File: config.mk
export PLATFORM = sky130hd
export DESIGN_NAME = rf_writeback_scheduler
export DESIGN_NICKNAME = d
export VERILOG_FILES = /design/src/rtl/rf_writeback_scheduler.sv
export SDC_FILE = /design/constraint.sdc
export NUM_CORES = 1
export LEC_CHECK = 0
export BUFFER_PORTS_ARGS = -buffer_cell sky130_fd_sc_hd__buf_2
export CAP_MARGIN = 40
export CORE_AREA = 5 5 112 114
export DETAILED_ROUTE_END_ITERATION = 12
export DIE_AREA = 0 0 117 119
export GPL_TIMING_DRIVEN = 0
export HOLD_SLACK_MARGIN = 0.02
export SLEW_MARGIN = 20
export SYNTH_ARGS = -nofsm -noshare
export SYNTH_HDL_FRONTEND = slang
export SYNTH_SLANG_ARGS = --single-unit
File: constraint.sdc
create_clock -name clk -period 3.3 [get_ports clk]
set_clock_uncertainty 0.15 [all_clocks]
set_input_delay 0.33 -clock clk [delete_from_list [all_inputs] [get_ports clk]]
set_output_delay 0.33 -clock clk [all_outputs]
set_load 0.01 [all_outputs]
File: src/rtl/rf_writeback_scheduler.sv
// rf_writeback_scheduler: round-robin ALU/load arbitration onto the register-file write port with a pending-write scoreboard.
// Define RF_WB_FORWARD_EN to bypass the committing value to decode and drop its hazard.
module rf_writeback_scheduler #(
    parameter int NUM_REGS = 32,
    parameter int ADDR_W   = 5,
    parameter int DATA_W   = 32
) (
    input  logic                clk,
    input  logic                reset_n,
    input  logic                alu_valid,
    output logic                alu_ready,
    input  logic [ADDR_W-1:0]   alu_reg,
    input  logic [DATA_W-1:0]   alu_data,
    input  logic                alu_byte,
    input  logic                mem_valid,
    output logic                mem_ready,
    input  logic [ADDR_W-1:0]   mem_reg,
    input  logic [DATA_W-1:0]   mem_data,
    input  logic                mem_byte,
    input  logic                sb_set,
    input  logic [ADDR_W-1:0]   sb_reg,
    input  logic [ADDR_W-1:0]   rd_reg1,
    input  logic [ADDR_W-1:0]   rd_reg2,
    output logic                hazard,
    output logic                rf_write_en,
    output logic [ADDR_W-1:0]   rf_write_reg,
    output logic [DATA_W-1:0]   rf_write_data,
    output logic                rf_byte_op,
    output logic [NUM_REGS-1:0] pending_mask
`ifdef RF_WB_FORWARD_EN
    ,
    output logic                fwd1_hit,
    output logic                fwd2_hit,
    output logic [DATA_W-1:0]   fwd_data
`endif
);
    logic                last_mem_q, last_mem_d;
    logic                wen_q, wen_d;
    logic [ADDR_W-1:0]   wreg_q, wreg_d;
    logic [DATA_W-1:0]   wdata_q, wdata_d;
    logic                wbyte_q, wbyte_d;
    logic [NUM_REGS-1:0] pend_q, pend_d;
    logic                accept, hit1, hit2;

    // last_mem_q=1 means the load side won last, so the ALU has priority next
    always_comb begin
        alu_ready  = reset_n && alu_valid && (!mem_valid || last_mem_q);
        mem_ready  = reset_n && mem_valid && (!alu_valid || !last_mem_q);
        accept     = alu_ready || mem_ready;
        last_mem_d = accept ? mem_ready : last_mem_q;
        wreg_d     = alu_ready ? alu_reg  : mem_ready ? mem_reg  : wreg_q;
        wdata_d    = alu_ready ? alu_data : mem_ready ? mem_data : wdata_q;
        wbyte_d    = alu_ready ? alu_byte : mem_ready ? mem_byte : wbyte_q;
        wen_d      = accept && (wreg_d != '0);
    end

    // a set in the same cycle as a commit to that register must win
    always_comb begin
        pend_d = pend_q;
        if (wen_q)
            pend_d[wreg_q] = 1'b0;
        if (sb_set && sb_reg != '0)
            pend_d[sb_reg] = 1'b1;
    end

    always_ff @(posedge clk) begin
        if (!reset_n) begin
            last_mem_q <= 1'b1;
            wen_q      <= 1'b0;
            wreg_q     <= '0;
            wdata_q    <= '0;
            wbyte_q    <= 1'b0;
            pend_q     <= '0;
        end else begin
            last_mem_q <= last_mem_d;
            wen_q      <= wen_d;
            wreg_q     <= wreg_d;
            wdata_q    <= wdata_d;
            wbyte_q    <= wbyte_d;
            pend_q     <= pend_d;
        end
    end

`ifdef RF_WB_FORWARD_EN
    always_comb begin
        hit1 = wen_q && !wbyte_q && wreg_q == rd_reg1 && !(sb_set && sb_reg == rd_reg1);
        hit2 = wen_q && !wbyte_q && wreg_q == rd_reg2 && !(sb_set && sb_reg == rd_reg2);
    end
    assign fwd1_hit = hit1;
    assign fwd2_hit = hit2;
    assign fwd_data = wdata_q;
`else
    assign hit1 = 1'b0;
    assign hit2 = 1'b0;
`endif

    assign hazard        = (pend_q[rd_reg1] && !hit1) || (pend_q[rd_reg2] && !hit2);
    assign rf_write_en   = wen_q;
    assign rf_write_reg  = wreg_q;
    assign rf_write_data = wdata_q;
    assign rf_byte_op    = wbyte_q;
    assign pending_mask  = pend_q;
endmodule

==> out/results.txt, run 1 <==
CP peak stage delay - 0.54 ns
Synthesized area per cell - 8.63 µm²
Post-Synthesis Cells - 401
Worst-margin pin slew - 0.700 ns
Pwr/cell area - 456 nW/µm²
Overall Global Routing Usage - 17.1%
Routed WL per cell - 16.7 µm
Reg-to-Reg Start - last_mem_q
R2R depth - 7
Final period util - 81.7%
R2r setup slk - 1.21 ns
Netlist cell types - 38
Number of detailed-route iterations in the first pass - 5
Post-Syn Nets - 497
RSZ-0062 raised after global routing - no
Placer Congestion - 0.871
Cell Chain, Critical Path - mux4_1 -> mux4_2 -> and2_0 -> a211o_1 -> buf_2
Post-CTS Setup Inserts - 0
Initial antenna violation count - 0
Commonest non-fill, non-tap cell in the layout - buf_2
Metal-1 WL - 5.04 mm
HPWL reported at the end of detailed placement - 9.62 mm
Routed WL - 12.1 mm
Setup TNS Final - 0 ns
FF/Latch Area - 1440 µm²
Vias in the first global route - 3837
Metal2 WL - 5.64 mm
Crit path capture type - output port
# hold bufs at CTS - 0
Peak VDD IR - 0.229 mV
Layout cells sized above 1 - 33.6%
Seq cells post-synth - 72
H-tree Lvls - 3
Static Leak - 2.09 nW
Arr. time, crit path - 2.22 ns
Critical path data required time - 2.82 ns
Asr flop ratio synth - 0%
Max-cap violations - 0
Layout fillers - 1137
Mapped Area - 3460 µm²
Rel. slew slack - 53.1%
Crit path max-delay family - multiplexers
TritonCTS clock tree - built
Critical path fanouts, max - 4
GR Overflow Total - 0
Final Slew Violations - 0
Cts repair resizes - 0
Die Ht - 119 µm
Fin. Hold Viols - 0
Clk sinks - 72
First DRT Iteration DRCs - 164
Area of the multi-input gates - 1890 µm²
Ant diodes - 0
Core area - 11300 µm²
Initial Util - 30.6%
Ys Warns - 0
Startpoint Class - flop
EDFF count, synth - 0
First-pass GRT wire length - 19.1 mm
Tmin final - 2.70 ns
Maximum buffer depth of the clock tree - 2
Commonest non-fill, non-tap cells in the layout - 167 x buf_2, 75 x nand2_1, 72 x dfxtp_1
Met3 routed WL - 1.35 mm
Via count - 3760
Peak Freq - 371 MHz
Crit Path Category - reg -> out
Post-route DRC violation count - 0
Via density per instance - 5.20
Worst skew pair latency - 0.33 ns
Area Overhead vs Synth - 36.9%
Setup-failing EPs final - 0
Reg-to-Reg End - rf_write_data[14]
Cell row count - 39
Worst-path clk slew - 0.06 ns
Hold path depth - 3
Hold EP - rf_write_data[22]
Ys flop type - dfxtp_1
Largest net degree at the start of global routing - 11
Status - finished, final reports clean
CTS root buf - clkbuf_16
Full die area - 13900 µm²
CP max stage cell - mux4_1
Number of port buffers - 164
Horiz. Die Dim - 117 µm
Post-synthesis sequential area ratio - 41.6%
Fin nets - 673
Util after Layout - 41.9%
Max layer used - met4
Min-delay src - alu_data[22]
Final Power - 0.00216 W
CTS Buf Count - 9
I/O Pins - 170
Routed Antenna Nets - 0
Hold Path Class - in -> reg
Crit path buf inv count - 1
-- cells by family after synthesis --
kind of cell	synth area share, %
compound gates	25.1
buf+inv	3.87
flops	41.6
mux	12.7
simple gates	16.6
-- routing by layer --
| layer | vias up | global-route usage [%] |
|---|---|---|
| met1 | 1725 | 21.3 |
| met4 | 0 | 4.87 |
| met2 | 203 | 28.3 |
| li1 | 1822 | - |
| met3 | 10 | 5.22 |
| met5 | - | 0 |
-- report_power, final --
part | internal (W) | leakage, nW | switching, W
Clock | 0.000563 | 0.135 | 0.000343
Combinational | 0.000138 | 1.37 | 0.000179
Sequential | 0.000909 | 0.587 | 0.0000304
Total | 0.00161 | 2.09 | 0.000552
-- cell type report --
cell class,count,area share [%]
multi-input combinational,296,39.8
sequential,72,30.4
inverter,6,0.475
timing repair buffer,165,17.4
tap,143,3.78
clock buffer,14,5.78
buffer,27,2.35
-- stage by stage --
stage | setup slack, ns | cell area [µm²] | hold WS [ns] | std cells
2_1_floorplan | 0.894 | 3460 | 0.331 | 401
3_3_place_gp | 0.679 | 4460 | 0.289 | 708
3_5_place_dp | 0.625 | 4470 | 0.297 | 709
4_1_cts | 0.586 | 4740 | 0.117 | 723
5_1_grt | 0.538 | 4740 | 0.145 | 723
6_report | 0.603 | 4740 | 0.127 | 723
-- worst min-delay path: cells and delay by family --
family          cells  cell delay, ns
compound gates      2            0.16
buf+inv             1            0.07
-- synthesized netlist by cell type (2+ instances only) --
master / count / area share (%)
a211oi_1: 2 / 0.43
a21oi_1: 65 / 9.4
a22oi_1: 33 / 7.2
a311oi_1: 2 / 0.51
a31oi_1: 2 / 0.36
and2_1: 7 / 1.3
and3_1: 2 / 0.36
and3b_1: 3 / 0.76
buf_1: 7 / 0.76
buf_2: 2 / 0.29
clkbuf_1: 17 / 1.8
dfxtp_1: 72 / 42
inv_1: 5 / 0.54
mux2i_1: 11 / 3.2
mux4_1: 4 / 3.0
mux4_2: 10 / 6.5
nand2_1: 75 / 8.1
nand3_1: 8 / 1.2
nand3b_1: 6 / 1.3
nor2_1: 7 / 0.76
nor3b_1: 4 / 0.87
o211ai_1: 2 / 0.43
o21ai_0: 38 / 5.5
or3b_2: 3 / 0.76
-- worst max path at each step --
stage / start / to / slack, ns / cells after the start
after global routing: last_mem_q / alu_ready / 0.54 / 6
after CTS: pending_mask[1] / hazard / 0.59 / 5
after floorplan: rd_reg1[1] / hazard / 0.89 / 4
after detailed placement: rd_reg2[2] / hazard / 0.63 / 6
after global placement: rd_reg2[2] / hazard / 0.68 / 6
final: pending_mask[1] / hazard / 0.60 / 5
Power figures use the tool's default switching activity.
==> run 2: changes to the inputs <==
Clock period 3.3 ns to 2.4 ns, I/O delays scaled along.
==> run 2 against run 1 <==
Effect of this change: the flow now finishes with violations (negative setup slack); core utilization increased by 0.15 points; global-route usage increased by 0.057 points; sequential share of layout area increased by 0.20 points; non-clock buffer count increased by 1; flip-flop and latch count unchanged.
==> out/results.txt, run 2 (same netlist as run 1, synthesis figures left out) <==
Horiz. Die Dim - 117 µm (unchanged)
Status - finished with violations
Arr. time, crit path - 2.14 ns (-0.08 ns)
Number of detailed-route iterations in the first pass - 6 (+1)
Switching Share - 25.6% (+0.085 points)
Reg-to-Reg Start - last_mem_q
Dpl cell area - 4470 µm² (unchanged)
Area Overhead vs Synth - 37.5%
First-pass GRT wire length - 19.1 mm (+0.32%)
Placer Congestion - 0.871 (unchanged)
Via count - 3788 (+0.74%)
Internal - 0.00221 W (+37%)
Clk sinks - 72 (unchanged)
Post-route DRC violation count - 0 (unchanged)
Final Slew Violations - 0 (unchanged)
Fin. Hold Viols - 0 (unchanged)
Static Leak - 2.09 nW (about the same)
Reg-to-Reg End - rf_write_data[24]
Routed Antenna Nets - 0 (unchanged)
Initial antenna violation count - 0 (unchanged)
First DRT Iteration DRCs - 199 (+21%)
CTS root buf - clkbuf_16
TritonCTS clock tree - built
Pwr/cell area - 626 nW/µm² (+37%)
CTS Buf Count - 9 (unchanged)
Peak Freq - 395 MHz
Crit path from - pending_mask[29]
R2R depth - 7 (unchanged)
Core area - 11300 µm² (unchanged)
GR Overflow Total - 0 (unchanged)
Layout cells sized above 1 - 36.3% (+2.7 points)
Commonest non-fill, non-tap cells in the layout - 168 x buf_2, 75 x nand2_1, 65 x a21oi_1
Crit path capture type - output port
Final worst slack - -0.130 ns (-0.733 ns)
Crit Path Category - reg -> out
Sequential power share - 43.4% (about the same)
Net Sw Power - 0.000763 W (+38%)
Worst skew pair latency - 0.33 ns (about the same)
Routed WL - 12.1 mm (+0.26%)
Hold Path Class - in -> reg
Commonest non-fill, non-tap cell in the layout - buf_2
Final Power - 0.00298 W (+38%)
Largest net degree at the start of global routing - 11 (unchanged)
Full die area - 13900 µm² (unchanged)
Setup-failing EPs final - 1 (+1)
Clock power share - 41.9% (about the same)
Vias in the first global route - 3851 (+0.36%)
Worst-path clk slew - 0.06 ns (about the same)
Critical path data required time - 2.01 ns (-0.81 ns)
Util after Layout - 42.0% (+0.15 points)
Maximum buffer depth of the clock tree - 2 (unchanged)
Cell row count - 39 (unchanged)
R2r setup slk - 0.32 ns (-0.89 ns)
Ant diodes - 0 (unchanged)
RSZ-0062 raised after global routing - yes
Peak VDD IR - 0.317 mV (+38%)
Die Ht - 119 µm (unchanged)
Non-Filler Instances - 724 (+0.14%)
Number of port buffers - 164 (unchanged)
Tmin final - 2.53 ns
Critical path fanouts, max - 4 (unchanged)
Failing checks - negative setup slack
Fin nets - 674 (+0.15%)
Fin area - 4760 µm² (+0.37%)
Worst-margin pin slew - 0.677 ns (-0.0236 ns)
Overall Global Routing Usage - 17.1% (+0.057 points)
Initial Util - 30.6% (unchanged)
Setup crit end - hazard
Rel. slew slack - 54.7% (+1.6 points)
HPWL reported at the end of detailed placement - 9.62 mm (unchanged)
Startpoint Class - flop
Max-cap violations - 0 (unchanged)
Final period util - 105%
H-tree Lvls - 3 (unchanged)
Combinational Power Share - 14.7% (about the same)
Routed WL per cell - 16.8 µm (+0.13%)
Via density per instance - 5.23 (+0.61%)
DP Cell Count - 709 (unchanged)
I/O Pins - 170 (unchanged)
==> run 2: power by group through the flow <==
| stage | combinational, W | clock [W] | sequential (W) |
|---|---|---|---|
| CTS | 0.000440 | 0.00127 | 0.00129 |
| detailed placement | 0.000438 | 0 | 0.00132 |
| finish | 0.000438 | 0.00125 | 0.00129 |
| global route | 0.000490 | 0.00132 | 0.00130 |
| global placement | 0.000430 | 0 | 0.00131 |
| floorplan | 0.000210 | 0 | 0.00133 |
==> run 2: layer usage <==
layer / track usage (%) / vias up / wire (µm)
met1: 21.4 / 1741 / 5060
li1: - / 1826 / -
met5: 0 / - / 0
met4: 5.02 / 0 / 85
met2: 28.1 / 211 / 5630
met3: 5.48 / 10 / 1360
==> run 2: critical path: stages, from the launching register on <==
cell,delay [ns]
dfxtp_4,0.36
mux4_2,0.48
mux4_2,0.47
and2_4,0.15
a211o_1,0.22
buf_2,0.14
==> run 2: what timing repair did <==
item | 4_1_cts | 5_1_grt
setup endpoints to repair | 2 | 3
hold buffers | 0 | 0
buffers inserted | 1 | 0
cloned | 0 | 0
pin swaps | 1 | 0
resized for setup | 15 | 4
==> run 2: worst min-delay path by stage <==
stage | slack (ns) | end | cells after the start | from
6_report | 0.04 | rf_write_data[22] | 3 | alu_data[22]
5_1_grt | 0.05 | rf_write_data[29] | 3 | alu_data[29]
4_1_cts | 0.03 | rf_write_data[22] | 3 | alu_data[22]
3_5_place_dp | 0.30 | rf_write_data[28] | 2 | rf_write_data[28]
3_3_place_gp | 0.29 | rf_write_data[19] | 2 | rf_write_data[19]
2_1_floorplan | 0.25 | last_mem_q | 2 | mem_valid
==> run 2: metrics by stage <==
| stage | hold slack [ns] | setup TNS, ns | worst slack (ns) |
|---|---|---|---|
| final | 0.0375 | -0.130 | -0.130 |
| after global routing | 0.0547 | -0.182 | -0.182 |
| after global placement | 0.289 | -0.0413 | -0.0413 |
| after detailed placement | 0.297 | -0.0948 | -0.0948 |
| after CTS | 0.0270 | -0.136 | -0.136 |
| after floorplan | 0.251 | 0 | 0.174 |
==> run 2: layout make-up <==
| type | count | area (µm²) |
|---|---|---|
| Buffer | 27 | 115 |
| Clock buffer | 14 | 274 |
| Multi-Input combinational cell | 296 | 1880 |
| Timing Repair Buffer | 166 | 833 |
| Inverter | 6 | 22.5 |
| Tap cell | 143 | 179 |
| Sequential cell | 72 | 1460 |
| Fill cell | 1144 | 6560 |
